## config.mk

```make
export PLATFORM = sky130hd
export DESIGN_NAME = haar_addr_gen_flat
export DESIGN_NICKNAME = d
export VERILOG_FILES = /design/src/rtl/haar_addr_gen_if.sv /design/src/rtl/haar_addr_gen.sv /design/src/flat_wrapper.sv
export SDC_FILE = /design/constraint.sdc
export NUM_CORES = 1
export LEC_CHECK = 0
export CAP_MARGIN = 20
export CORE_MARGIN = 2
export CORE_UTILIZATION = 35
export CTS_BUF_LIST = sky130_fd_sc_hd__clkbuf_8
export CTS_CLUSTER_SIZE = 10
export DETAILED_ROUTE_END_ITERATION = 12
export GPL_TIMING_DRIVEN = 0
export PLACE_DENSITY_LB_ADDON = 0.3
export SLEW_MARGIN = 20
export SYNTH_ARGS = -nofsm -noshare
export SYNTH_HDL_FRONTEND = slang
export SYNTH_SLANG_ARGS = --single-unit
```

## constraint.sdc

```tcl
create_clock -name clk_i -period 14.9 [get_ports clk_i]
set_input_delay 2.98 -clock clk_i [delete_from_list [all_inputs] [get_ports clk_i]]
set_output_delay 2.98 -clock clk_i [all_outputs]
set_load 0.05 [all_outputs]
```

## src/rtl/haar_addr_gen_if.sv

```systemverilog
// Handshake bundle for haar_addr_gen: feature descriptor in, corner-address stream out.
// master = descriptor producer / address consumer, slave = the generator.
interface haar_addr_gen_if #(
  parameter int ADDR_WIDTH = 30,
  parameter int COORD_W    = 5,
  parameter int MAX_RECT   = 3,
  parameter int WEIGHT_W   = 4
);
  localparam int RN_W  = $clog2(MAX_RECT + 1);
  localparam int IDX_W = (MAX_RECT > 1) ? $clog2(MAX_RECT) : 1;

  logic                           feat_valid_i;
  logic                           feat_ready_o;
  logic [RN_W-1:0]                rect_num_i;
  logic [MAX_RECT*COORD_W-1:0]    rect_x_i;
  logic [MAX_RECT*COORD_W-1:0]    rect_y_i;
  logic [MAX_RECT*COORD_W-1:0]    rect_w_i;
  logic [MAX_RECT*COORD_W-1:0]    rect_h_i;
  logic [MAX_RECT*WEIGHT_W-1:0]   weight_i;
  logic [ADDR_WIDTH-1:0]          win_base_i;

  logic                           addr_valid_o;
  logic                           addr_ready_i;
  logic [ADDR_WIDTH-1:0]          addr_o;
  logic                           sign_o;
  logic [WEIGHT_W-1:0]            weight_o;
  logic [IDX_W-1:0]               rect_idx_o;
  logic [1:0]                     corner_o;
  logic                           last_o;
  logic                           range_err_o;
  logic                           cfg_err_o;

  modport master (
    output feat_valid_i, rect_num_i, rect_x_i, rect_y_i, rect_w_i, rect_h_i,
           weight_i, win_base_i, addr_ready_i,
    input  feat_ready_o, addr_valid_o, addr_o, sign_o, weight_o, rect_idx_o,
           corner_o, last_o, range_err_o, cfg_err_o
  );

  modport slave (
    input  feat_valid_i, rect_num_i, rect_x_i, rect_y_i, rect_w_i, rect_h_i,
           weight_i, win_base_i, addr_ready_i,
    output feat_ready_o, addr_valid_o, addr_o, sign_o, weight_o, rect_idx_o,
           corner_o, last_o, range_err_o, cfg_err_o
  );
endinterface

```

## src/rtl/haar_addr_gen.sv

```systemverilog
// Haar-feature integral-image address generator: one descriptor in, four tagged
// corner addresses per rectangle out on a valid/ready stream.
module haar_addr_gen #(
  parameter int ADDR_WIDTH = 30,
  parameter int LINE_LEN   = 21,
  parameter int WIN_SIZE   = 20,
  parameter int COORD_W    = 5,
  parameter int MAX_RECT   = 3,
  parameter int WEIGHT_W   = 4
) (
  input  logic            clk_i,
  input  logic            rst_n_i,
  haar_addr_gen_if.slave  bus
);
  localparam int RN_W  = $clog2(MAX_RECT + 1);
  localparam int IDX_W = (MAX_RECT > 1) ? $clog2(MAX_RECT) : 1;

  typedef enum logic [1:0] {IDLE, CALC, EMIT} state_t;
  state_t state;

  logic [RN_W-1:0]                          rnum_q;
  logic [MAX_RECT-1:0][COORD_W-1:0]         x_q, y_q, w_q, h_q;
  logic [MAX_RECT-1:0][WEIGHT_W-1:0]        wt_q;
  logic [ADDR_WIDTH-1:0]                    base_q;

  logic [MAX_RECT-1:0][ADDR_WIDTH-1:0]      rb0_c, rb1_c, rb0_q, rb1_q;
  logic [MAX_RECT-1:0][COORD_W:0]           xe_c, xe_q;
  logic [MAX_RECT-1:0]                      err_c, err_q;

  logic [IDX_W-1:0]                         ridx_q, nr;
  logic [1:0]                               cor_q, nc;
  logic                                     nlast;

  logic                                     valid_q, sign_q, last_q, rerr_q, cfg_err_q;
  logic [ADDR_WIDTH-1:0]                    addr_q;
  logic [WEIGHT_W-1:0]                      wt_o_q;

  function automatic logic bad_num(input logic [RN_W-1:0] rn);
    return (rn == '0) || (32'(rn) > 32'(MAX_RECT));
  endfunction

  function automatic logic [ADDR_WIDTH-1:0] pt_addr(
    input logic [ADDR_WIDTH-1:0] r0, r1,
    input logic [COORD_W-1:0]    x,
    input logic [COORD_W:0]      xe,
    input logic [1:0]            c
  );
    return (c[1] ? r1 : r0) + (c[0] ? ADDR_WIDTH'(xe) : ADDR_WIDTH'(x));
  endfunction

  // Per-rectangle row bases, column end and window check, from the latched descriptor.
  for (genvar k = 0; k < MAX_RECT; k++) begin : g_rect
    logic [COORD_W:0] ye;
    assign xe_c[k]  = {1'b0, x_q[k]} + {1'b0, w_q[k]};
    assign ye       = {1'b0, y_q[k]} + {1'b0, h_q[k]};
    assign rb0_c[k] = base_q + ADDR_WIDTH'(LINE_LEN) * ADDR_WIDTH'(y_q[k]);
    assign rb1_c[k] = base_q + ADDR_WIDTH'(LINE_LEN) * ADDR_WIDTH'(ye);
    assign err_c[k] = (32'(xe_c[k]) > 32'(WIN_SIZE)) || (32'(ye) > 32'(WIN_SIZE));
  end

  always_comb begin
    nc    = cor_q + 2'd1;
    nr    = (cor_q == 2'd3) ? ridx_q + IDX_W'(1) : ridx_q;
    nlast = (nc == 2'd3) && (32'(nr) == 32'(rnum_q) - 32'd1);
  end

  always_ff @(posedge clk_i or negedge rst_n_i) begin
    if (!rst_n_i) begin
      state     <= IDLE;
      rnum_q    <= '0;
      x_q       <= '0;
      y_q       <= '0;
      w_q       <= '0;
      h_q       <= '0;
      wt_q      <= '0;
      base_q    <= '0;
      rb0_q     <= '0;
      rb1_q     <= '0;
      xe_q      <= '0;
      err_q     <= '0;
      ridx_q    <= '0;
      cor_q     <= '0;
      valid_q   <= 1'b0;
      addr_q    <= '0;
      sign_q    <= 1'b0;
      wt_o_q    <= '0;
      rerr_q    <= 1'b0;
      last_q    <= 1'b0;
      cfg_err_q <= 1'b0;
    end else begin
      cfg_err_q <= 1'b0;
      case (state)
        IDLE: if (bus.feat_valid_i) begin
          rnum_q    <= bus.rect_num_i;
          x_q       <= bus.rect_x_i;
          y_q       <= bus.rect_y_i;
          w_q       <= bus.rect_w_i;
          h_q       <= bus.rect_h_i;
          wt_q      <= bus.weight_i;
          base_q    <= bus.win_base_i;
          cfg_err_q <= bad_num(bus.rect_num_i);
          state     <= CALC;
        end
        CALC: if (bad_num(rnum_q)) begin
          state <= IDLE;
        end else begin
          rb0_q   <= rb0_c;
          rb1_q   <= rb1_c;
          xe_q    <= xe_c;
          err_q   <= err_c;
          ridx_q  <= '0;
          cor_q   <= 2'd0;
          valid_q <= 1'b1;
          addr_q  <= pt_addr(rb0_c[0], rb1_c[0], x_q[0], xe_c[0], 2'd0);
          sign_q  <= 1'b0;
          wt_o_q  <= wt_q[0];
          rerr_q  <= err_c[0];
          last_q  <= 1'b0;
          state   <= EMIT;
        end
        EMIT: if (valid_q && bus.addr_ready_i) begin
          if (last_q) begin
            valid_q <= 1'b0;
            state   <= IDLE;
          end else begin
            ridx_q <= nr;
            cor_q  <= nc;
            addr_q <= pt_addr(rb0_q[nr], rb1_q[nr], x_q[nr], xe_q[nr], nc);
            sign_q <= nc[0] ^ nc[1];
            wt_o_q <= wt_q[nr];
            rerr_q <= err_q[nr];
            last_q <= nlast;
          end
        end
        default: state <= IDLE;
      endcase
    end
  end

  // Gated with reset so ready is low while held in reset and high in the first cycle after.
  assign bus.feat_ready_o = (state == IDLE) && rst_n_i;
  assign bus.addr_valid_o = valid_q;
  assign bus.addr_o       = addr_q;
  assign bus.sign_o       = sign_q;
  assign bus.weight_o     = wt_o_q;
  assign bus.rect_idx_o   = ridx_q;
  assign bus.corner_o     = cor_q;
  assign bus.last_o       = last_q;
  assign bus.range_err_o  = rerr_q;
  assign bus.cfg_err_o    = cfg_err_q;
endmodule
```

## src/flat_wrapper.sv

```systemverilog
// flat-port wrapper written by rule: the top's interface ports become plain ports
module haar_addr_gen_flat 
#(
  parameter int ADDR_WIDTH = 30,
  parameter int LINE_LEN   = 21,
  parameter int WIN_SIZE   = 20,
  parameter int COORD_W    = 5,
  parameter int MAX_RECT   = 3,
  parameter int WEIGHT_W   = 4
)
  (clk_i, rst_n_i, bus_feat_valid_i, bus_rect_num_i, bus_rect_x_i, bus_rect_y_i, bus_rect_w_i, bus_rect_h_i, bus_weight_i, bus_win_base_i, bus_addr_ready_i, bus_feat_ready_o, bus_addr_valid_o, bus_addr_o, bus_sign_o, bus_weight_o, bus_rect_idx_o, bus_corner_o, bus_last_o, bus_range_err_o, bus_cfg_err_o);
  haar_addr_gen_if #(.ADDR_WIDTH(ADDR_WIDTH), .COORD_W(COORD_W), .MAX_RECT(MAX_RECT), .WEIGHT_W(WEIGHT_W)) bus_i ();
  input  logic clk_i;
  input  logic rst_n_i;
  input wire logic [$bits(bus_i.feat_valid_i)-1:0] bus_feat_valid_i;
  input wire logic [$bits(bus_i.rect_num_i)-1:0] bus_rect_num_i;
  input wire logic [$bits(bus_i.rect_x_i)-1:0] bus_rect_x_i;
  input wire logic [$bits(bus_i.rect_y_i)-1:0] bus_rect_y_i;
  input wire logic [$bits(bus_i.rect_w_i)-1:0] bus_rect_w_i;
  input wire logic [$bits(bus_i.rect_h_i)-1:0] bus_rect_h_i;
  input wire logic [$bits(bus_i.weight_i)-1:0] bus_weight_i;
  input wire logic [$bits(bus_i.win_base_i)-1:0] bus_win_base_i;
  input wire logic [$bits(bus_i.addr_ready_i)-1:0] bus_addr_ready_i;
  output wire logic [$bits(bus_i.feat_ready_o)-1:0] bus_feat_ready_o;
  output wire logic [$bits(bus_i.addr_valid_o)-1:0] bus_addr_valid_o;
  output wire logic [$bits(bus_i.addr_o)-1:0] bus_addr_o;
  output wire logic [$bits(bus_i.sign_o)-1:0] bus_sign_o;
  output wire logic [$bits(bus_i.weight_o)-1:0] bus_weight_o;
  output wire logic [$bits(bus_i.rect_idx_o)-1:0] bus_rect_idx_o;
  output wire logic [$bits(bus_i.corner_o)-1:0] bus_corner_o;
  output wire logic [$bits(bus_i.last_o)-1:0] bus_last_o;
  output wire logic [$bits(bus_i.range_err_o)-1:0] bus_range_err_o;
  output wire logic [$bits(bus_i.cfg_err_o)-1:0] bus_cfg_err_o;
  assign bus_i.feat_valid_i = bus_feat_valid_i;
  assign bus_i.rect_num_i = bus_rect_num_i;
  assign bus_i.rect_x_i = bus_rect_x_i;
  assign bus_i.rect_y_i = bus_rect_y_i;
  assign bus_i.rect_w_i = bus_rect_w_i;
  assign bus_i.rect_h_i = bus_rect_h_i;
  assign bus_i.weight_i = bus_weight_i;
  assign bus_i.win_base_i = bus_win_base_i;
  assign bus_i.addr_ready_i = bus_addr_ready_i;
  assign bus_feat_ready_o = bus_i.feat_ready_o;
  assign bus_addr_valid_o = bus_i.addr_valid_o;
  assign bus_addr_o = bus_i.addr_o;
  assign bus_sign_o = bus_i.sign_o;
  assign bus_weight_o = bus_i.weight_o;
  assign bus_rect_idx_o = bus_i.rect_idx_o;
  assign bus_corner_o = bus_i.corner_o;
  assign bus_last_o = bus_i.last_o;
  assign bus_range_err_o = bus_i.range_err_o;
  assign bus_cfg_err_o = bus_i.cfg_err_o;
  haar_addr_gen #(.ADDR_WIDTH(ADDR_WIDTH), .LINE_LEN(LINE_LEN), .WIN_SIZE(WIN_SIZE), .COORD_W(COORD_W), .MAX_RECT(MAX_RECT), .WEIGHT_W(WEIGHT_W)) u_core (.clk_i(clk_i), .rst_n_i(rst_n_i), .bus(bus_i));
endmodule
```

==> reports/metrics.cfg, run 1 <==
[global_route]
overflow=0
gr-usage-all-layers_pct=23.4
use_met2_pct=36.2
grt_pass1_vias=19900
grt_pass1_wl_um=124000
antenna_found_initial=1
grt_max_degree=98
top_usage_layer=met2
use_met3_pct=4.29
use_met1_pct=33.0

[setup_path]
slowest_stage=clkdlybuf4s50_1
setup.worst_path.start_class=input port
crit_fanout=97
cpPeakStageDelay_ps=860
end_kind=primary output
worstPathRequired_ps=11920
critical_path.top_delay_family=buffers and inverters
arrival_ps=6120
path_common_cell=buf_16
worst-path-buf-inv=6
cp_cell_sequence=buf_8 -> buf_16 -> buf_16 -> buf_16 -> buf_16 -> nor3b_1 -> clkdlybuf4s50_1
critPathKind=input port to primary output

[routing]
drc_errors=0
via_count=20100
firstDrtPassIters=6
routedWlPerCell_um=21.9
drt_iter0_markers=1588
drt-total-wl_um=82200
routed_via_density=5.36
postRouteAntennaNets=0

[timing]
slew_viol_final=0
rsz0062_at_grt=no
min_period_ps=9100
max_freq_mhz=110
final-setup-viol-count=0
hold_violations=0
clock_skew_ps=56.1
whs_ps=475
slew_headroom_pct=18.9
tightest_slew_ps=1200
finalCritPeriodShare_pct=61.1
tns_ps=0

[placement]
dpl_cell_area_mm2=0.0269
portBuffers=151
place.gp.congestion=0.957
dpl.hpwl_um=63100

[final_layout]
drive_above_1_share_pct=10.1
post-route-cell-area_mm2=0.0283
fillers=6809
ff_latch_area_mm2=0.00876
layout.nets=3189
syn_to_final_growth_pct=17.0
multi_input_area_mm2=0.0142

[logic_synthesis]
syn-cell-area_mm2=0.0242
synth_ff_type=dfrtp_1
synthArstFlopShare_pct=100
yosysUniqueCellTypes=75
synth_nets=2961
yosysWarnings=0
synth.avg_cell_area_um2=9.35
synthCells=2585
synth-seq-cells=350
synth-edff-count=0
yosysSeqAreaShare_pct=36.2

[die]
ios=152
core_area_mm2=0.0685
start_util_pct=35.3
rows=96
die-area_mm2=0.0712
die_h_um=267
dieWidth_um=267

[clock_tree]
cts_tree=done
ctsResizeCount=0
cts-htree-levels=3
clock-root-buffer=clkbuf_8
cts_setup_buffers=0
clock_latency_ps=690
cts_hold_buf=0
clockBufferDepth=3
cts.sinks=350
cts_buffers=69
path_clk_slew_ps=60

[run_status]
status=completed

[flow_run]
maxCapViolations=0

[hold_path]
hp-class=flop to flop

## kinds of logic (layout without fill, tap and decap cells)
family	count (synthesis)	count (layout)	share of synthesized area (%)
XOR/XNOR	221	221	8.12
other	0	2	0
multiplexers	176	176	8.76
AND/OR/NAND/NOR	711	711	12.9
buffers and inverters	314	592	5.15
adder cells (fa/ha/maj)	268	268	15.6
AO/OA/AOI/OAI	545	545	13.2
flip-flops	350	350	36.2
## worst min-delay path: cells and delay by family (launching register included)
kind | cells | cell delay (ps)
and+or+nand+nor | 2 | 100
DFF | 1 | 340
## flip-flops by register name (all words and copies together), names as in the netlist
signal                   cells
u_core.w_q                  15
u_core.y_q                  15
u_core.bus.cfg_err_o         1
u_core.bus.addr_valid_o      1
u_core.base_q               30
u_core.bus.range_err_o       1
u_core.wt_q                 12
u_core.bus.corner_o          2
u_core.rnum_q                2
u_core.rb0_q                90
u_core.bus.weight_o          4
u_core.rb1_q                90
u_core.x_q                  15
u_core.state                 2
u_core.h_q                  15
u_core.bus.last_o            1
u_core.xe_q                 18
u_core.err_q                 3
u_core.bus.sign_o            1
u_core.bus.rect_idx_o        2
u_core.bus.addr_o           30
## metrics by stage
step | setup slack, ps | instances | util [%]
3_3_place_gp | -5580 | 3618 | 39.1
2_1_floorplan | 7790 | 2585 | -
6_report | 5800 | 3747 | 41.3
5_1_grt | 5440 | 3745 | 41.3
4_1_cts | 5680 | 3745 | 41.3
3_5_place_dp | 5690 | 3624 | 39.4
## cell usage after synthesis (all sizes together) (45+ instances only)
| cell | n | share of area (%) |
|---|---|---|
| o21ai | 250 | 5.2 |
| xnor2 | 126 | 4.7 |
| mux2 | 114 | 5.3 |
| a21oi | 123 | 2.6 |
| xor2 | 95 | 3.4 |
| fa | 56 | 4.6 |
| nand2 | 431 | 6.7 |
| ha | 212 | 11 |
| mux2i | 45 | 1.9 |
| clkbuf | 95 | 1.5 |
| nor2 | 99 | 1.6 |
| inv | 182 | 2.8 |
| dfrtp | 350 | 36 |
## cells in the final DEF, fill, tap and decap left out, types with 7 or more instances in the layout
cell,count
mux4_2,17
and2_1,13
or3_1,8
clkbuf_1,93
o21a_1,12
nor4_1,10
nand2b_1,14
nand4_1,15
nor3_1,28
clkinv_2,9
buf_2,10
a21oi_1,122
fa_1,56
a21o_1,39
a31oi_1,10
nor2_1,97
nand2_1,431
nand3_1,29
a22oi_1,11
o21ai_0,243
o21bai_1,25
xor2_1,95
mux2_2,114
nor3b_1,7
and3_1,9
xnor2_1,124
ha_1,212
clkbuf_8,79
inv_1,207
dfrtp_1,350
buf_1,17
o22ai_1,13
nor2b_1,21
or2_2,10
clkdlybuf4s50_1,150
o31ai_1,17
mux2i_1,45
## per-layer routing
layer	vias up	wire, um
met2	738	36300
li1	9281	-
met5	-	0
met3	151	6040
met4	0	2520
met1	9921	37300
## cell type report
type	count	share of cell area, %
multi-input cells	1921	50.2
flip-flops and latches	350	31.0
repair buffers	157	5.83
well taps	882	3.90
clock buffers	79	3.85
inverters	182	2.42
plain buffers	132	1.99
clock inverters	42	0.836
diodes	2	0.0177
## path summary, 6_finish.rpt
path,start,slack [ps],end,cells past startpoint
min in group asynchronous,rst_n_i,2210,u_core.h_q[10],1
max reg2reg,u_core.bus.corner_o[0],7870,u_core.bus.addr_o[14],24
max,rst_n_i,5800,bus_feat_ready_o,7
min reg2reg,u_core.rb1_q[30],480,u_core.rb1_q[30],2
min,u_core.rb1_q[30],480,u_core.rb1_q[30],2
max in group asynchronous,rst_n_i,10750,u_core.bus.weight_o[0],5
Power of run 1 is not shown: default switching activity piles up to over one toggle a cycle in this logic, so the estimate is an artifact.
==> run 2, diff against run 1 <==
==> constraint.sdc (replaced) <==
create_clock -name clk_i -period 9.3 [get_ports clk_i]
set_input_delay 1.86 -clock clk_i [delete_from_list [all_inputs] [get_ports clk_i]]
set_output_delay 1.86 -clock clk_i [all_outputs]
set_load 0.05 [all_outputs]
==> results of run 2 <==
The final DEF is identical to that of run 1. Status: completed.
Among the figures that moved: setup slack after placement 5690 ps -> 2330 ps; setup slack after layout 5800 ps -> 2270 ps; start point of the critical path rst_n_i -> u_core.bus.corner_o[0]; end point of the critical path bus_feat_ready_o -> u_core.bus.addr_o[14]; register-to-register setup slack 7870 ps -> 2270 ps
Power of run 2 is left out for the same reason.
==> run 3, diff against run 2 <==
==> constraint.sdc (replaced) <==
create_clock -name clk_i -period 6.29 [get_ports clk_i]
set_input_delay 1.258 -clock clk_i [delete_from_list [all_inputs] [get_ports clk_i]]
set_output_delay 1.258 -clock clk_i [all_outputs]
set_load 0.05 [all_outputs]
==> run 3 against run 2 <==
- count of clock-buffer cells in the layout is the same
- fmax is 14% higher
- register-to-register slack worse by 2200 ps
- critical endpoint unchanged
- highest routed layer unchanged
==> reports/metrics.cfg, run 3 (synthesis results as in run 1) <==
[timing]
slew_viol_final=0  ; unchanged
final-setup-viol-count=0  ; unchanged
slew_headroom_pct=22.0  ; was 18.9%
max_freq_mhz=162  ; was 142 MHz
rsz0062_at_grt=no  ; unchanged
min_period_ps=6190  ; was 7030 ps
hold_violations=0  ; unchanged
tightest_slew_ps=1160  ; was 1200 ps
finalCritPeriodShare_pct=98.4  ; was 75.6%
clock_skew_ps=51.4  ; was 56.1 ps

[run_status]
status=completed  ; unchanged

[final_layout]
layout.cells.most_common=nand2_1  ; unchanged
final_cell_mix=431 x nand2_1, 350 x dfrtp_1, 243 x o21ai_0  ; unchanged
layout.nets=3187  ; was 3189
stdcell_count=3744  ; was 3747
syn_to_final_growth_pct=17.0  ; unchanged
drive_above_1_share_pct=10.1  ; about the same
largest_registers=u_core.rb0_q x90, u_core.rb1_q x90  ; unchanged

[setup_path]
path_common_cell=buf_4
cp_cell_sequence=inv_1 -> ha_1 -> buf_4 -> buf_6 -> buf_6 -> buf_4 -> buf_4 -> buf_4 -> mux2i_1 -> o31ai_1 -> ha_1 -> fa_1 -> a21o_1 -> a21o_1 -> a21o_1 -> a21oi_1 -> or3_4 -> or3_1 -> buf_2 -> xnor2_1 -> nor2_1 -> a21oi_1 -> a21oi_1  ; was inv_1 -> ha_1 -> buf_4 -> buf_6 -> buf_6 -> buf_4 -> buf_2 -> buf_2 -> buf_1 -> mux2i_1 -> o31ai_1 -> ha_1 -> fa_1 -> a21o_1 -> a21o_1 -> a21o_1 -> a21oi_1 -> or3_4 -> or3_1 -> buf_2 -> xnor2_1 -> nor2_1 -> a21oi_1 -> a21oi_1
worstPathRequired_ps=6820  ; was 9830 ps
crit_fanout=19  ; was 10
setup.worst_path.start_class=flop  ; unchanged
slowest_stage=dfrtp_1  ; was buf_1
cpPeakStageDelay_ps=570  ; was 700 ps
critPathKind=flop to flop  ; unchanged
arrival_ps=6720  ; was 7560 ps
end_kind=flop  ; unchanged

[global_route]
antenna_found_initial=1  ; unchanged
grt_pass1_wl_um=124000  ; about the same
overflow=0  ; unchanged
grt_pass1_vias=19900  ; about the same
gr-usage-all-layers_pct=23.3  ; was 23.4%
grt_max_degree=98  ; unchanged

[routing]
routedWlPerCell_um=21.9  ; about the same
drc_errors=0  ; unchanged
drt_iter0_markers=1649  ; was 1588
via_count=20000  ; was 20100
routed_via_density=5.34  ; was 5.36
postRouteAntennaNets=0  ; unchanged
drt-total-wl_um=82000  ; was 82200 um
firstDrtPassIters=5  ; was 6

[die]
core_area_mm2=0.0685  ; unchanged
dieWidth_um=267  ; unchanged
die-area_mm2=0.0712  ; unchanged
rows=96  ; unchanged
ios=152  ; unchanged
start_util_pct=35.3  ; unchanged
die_h_um=267  ; unchanged

[clock_tree]
cts_buffers=69  ; unchanged
clock_latency_ps=690  ; about the same
cts-htree-levels=3  ; unchanged
clock-root-buffer=clkbuf_8  ; unchanged
cts_hold_buf=0  ; unchanged
cts_setup_buffers=0  ; unchanged
clockBufferDepth=3  ; unchanged
path_clk_slew_ps=60  ; about the same
cts_tree=done  ; unchanged
cts.sinks=350  ; unchanged

[placement]
placed_cells=3624  ; unchanged
portBuffers=151  ; unchanged
place.gp.congestion=0.957  ; unchanged
dpl.hpwl_um=63100  ; unchanged

[hold_path]
hp-class=flop to flop  ; unchanged

[flow_run]
maxCapViolations=0  ; unchanged

-- run 3: changes by cell type in the layout (fill, tap and decap cells not counted) --
cell / before / now
buf_1: 17 / 15
buf_2: 10 / 8
buf_4: 6 / 8
diode_2: 2 / 1
o31ai_1: 17 / 16
o31ai_2: 0 / 1
-- run 3: path summary, 6_finish.rpt --
check	startpoint	endpoint	slack (ps)	cells past startpoint
setup / recovery	u_core.bus.corner_o[0]	u_core.bus.addr_o[14]	100	23
hold / removal	u_core.rb1_q[30]	u_core.rb1_q[30]	470	2
setup reg to reg	u_core.bus.corner_o[0]	u_core.bus.addr_o[14]	100	23
hold reg to reg	u_core.rb1_q[30]	u_core.rb1_q[30]	470	2
max in group asynchronous	rst_n_i	u_core.rb1_q[85]	3870	5
min in group asynchronous	rst_n_i	u_core.h_q[10]	480	1
-- run 3: critical path, delay by kind of cell (launching register included) --
kind	cells	cell delay, ps
adder cells (fa/ha/maj)	3	950
buffers and inverters	8	2030
AO/OA/AOI/OAI	7	1500
AND/OR/NAND/NOR	3	390
XOR/XNOR	1	160
multiplexers	1	360
flip-flops	1	570
-- run 3: metal layers --
| metal | track usage, % | wire [um] | vias up |
|---|---|---|---|
| met5 | 0 | 0 | - |
| met4 | 7.29 | 2390 | 0 |
| met3 | 4.29 | 6480 | 141 |
| met2 | 36.2 | 36400 | 725 |
| met1 | 32.9 | 36800 | 9881 |
| li1 | - | - | 9262 |
-- run 3: through the flow --
stage	setup TNS, ps	utilization (%)	setup slack (ps)	hold slack [ps]	instance area, um2
floorplan	0	-	701	440	24200
global placement	-4319150	39.1	-12360	455	26800
detailed placement	-6220	39.4	-579	458	26900
CTS	0	41.3	231	449	28300
global route	0	41.3	13.4	490	28300
finish	0	41.3	100	473	28300
-- run 3: area by class of cell --
type                    instances  area (um2)
repair buffers                157        1650
fillers                      6811       40200
plain buffers                 130         561
well taps                     882        1100
flip-flops and latches        350        8760
multi-input cells            1921       14200
clock inverters                42         236
clock buffers                  79        1090
diodes                          1        2.50
inverters                     182         683
-- run 3: what timing repair did --
item / 4_1_cts / 5_1_grt
gates resized for setup: 3 / 1
cloned: 0 / 0
pin swaps: 0 / 0
endpoints found under the setup margin: 20 / 1
Power of run 3 is left out for the same reason.
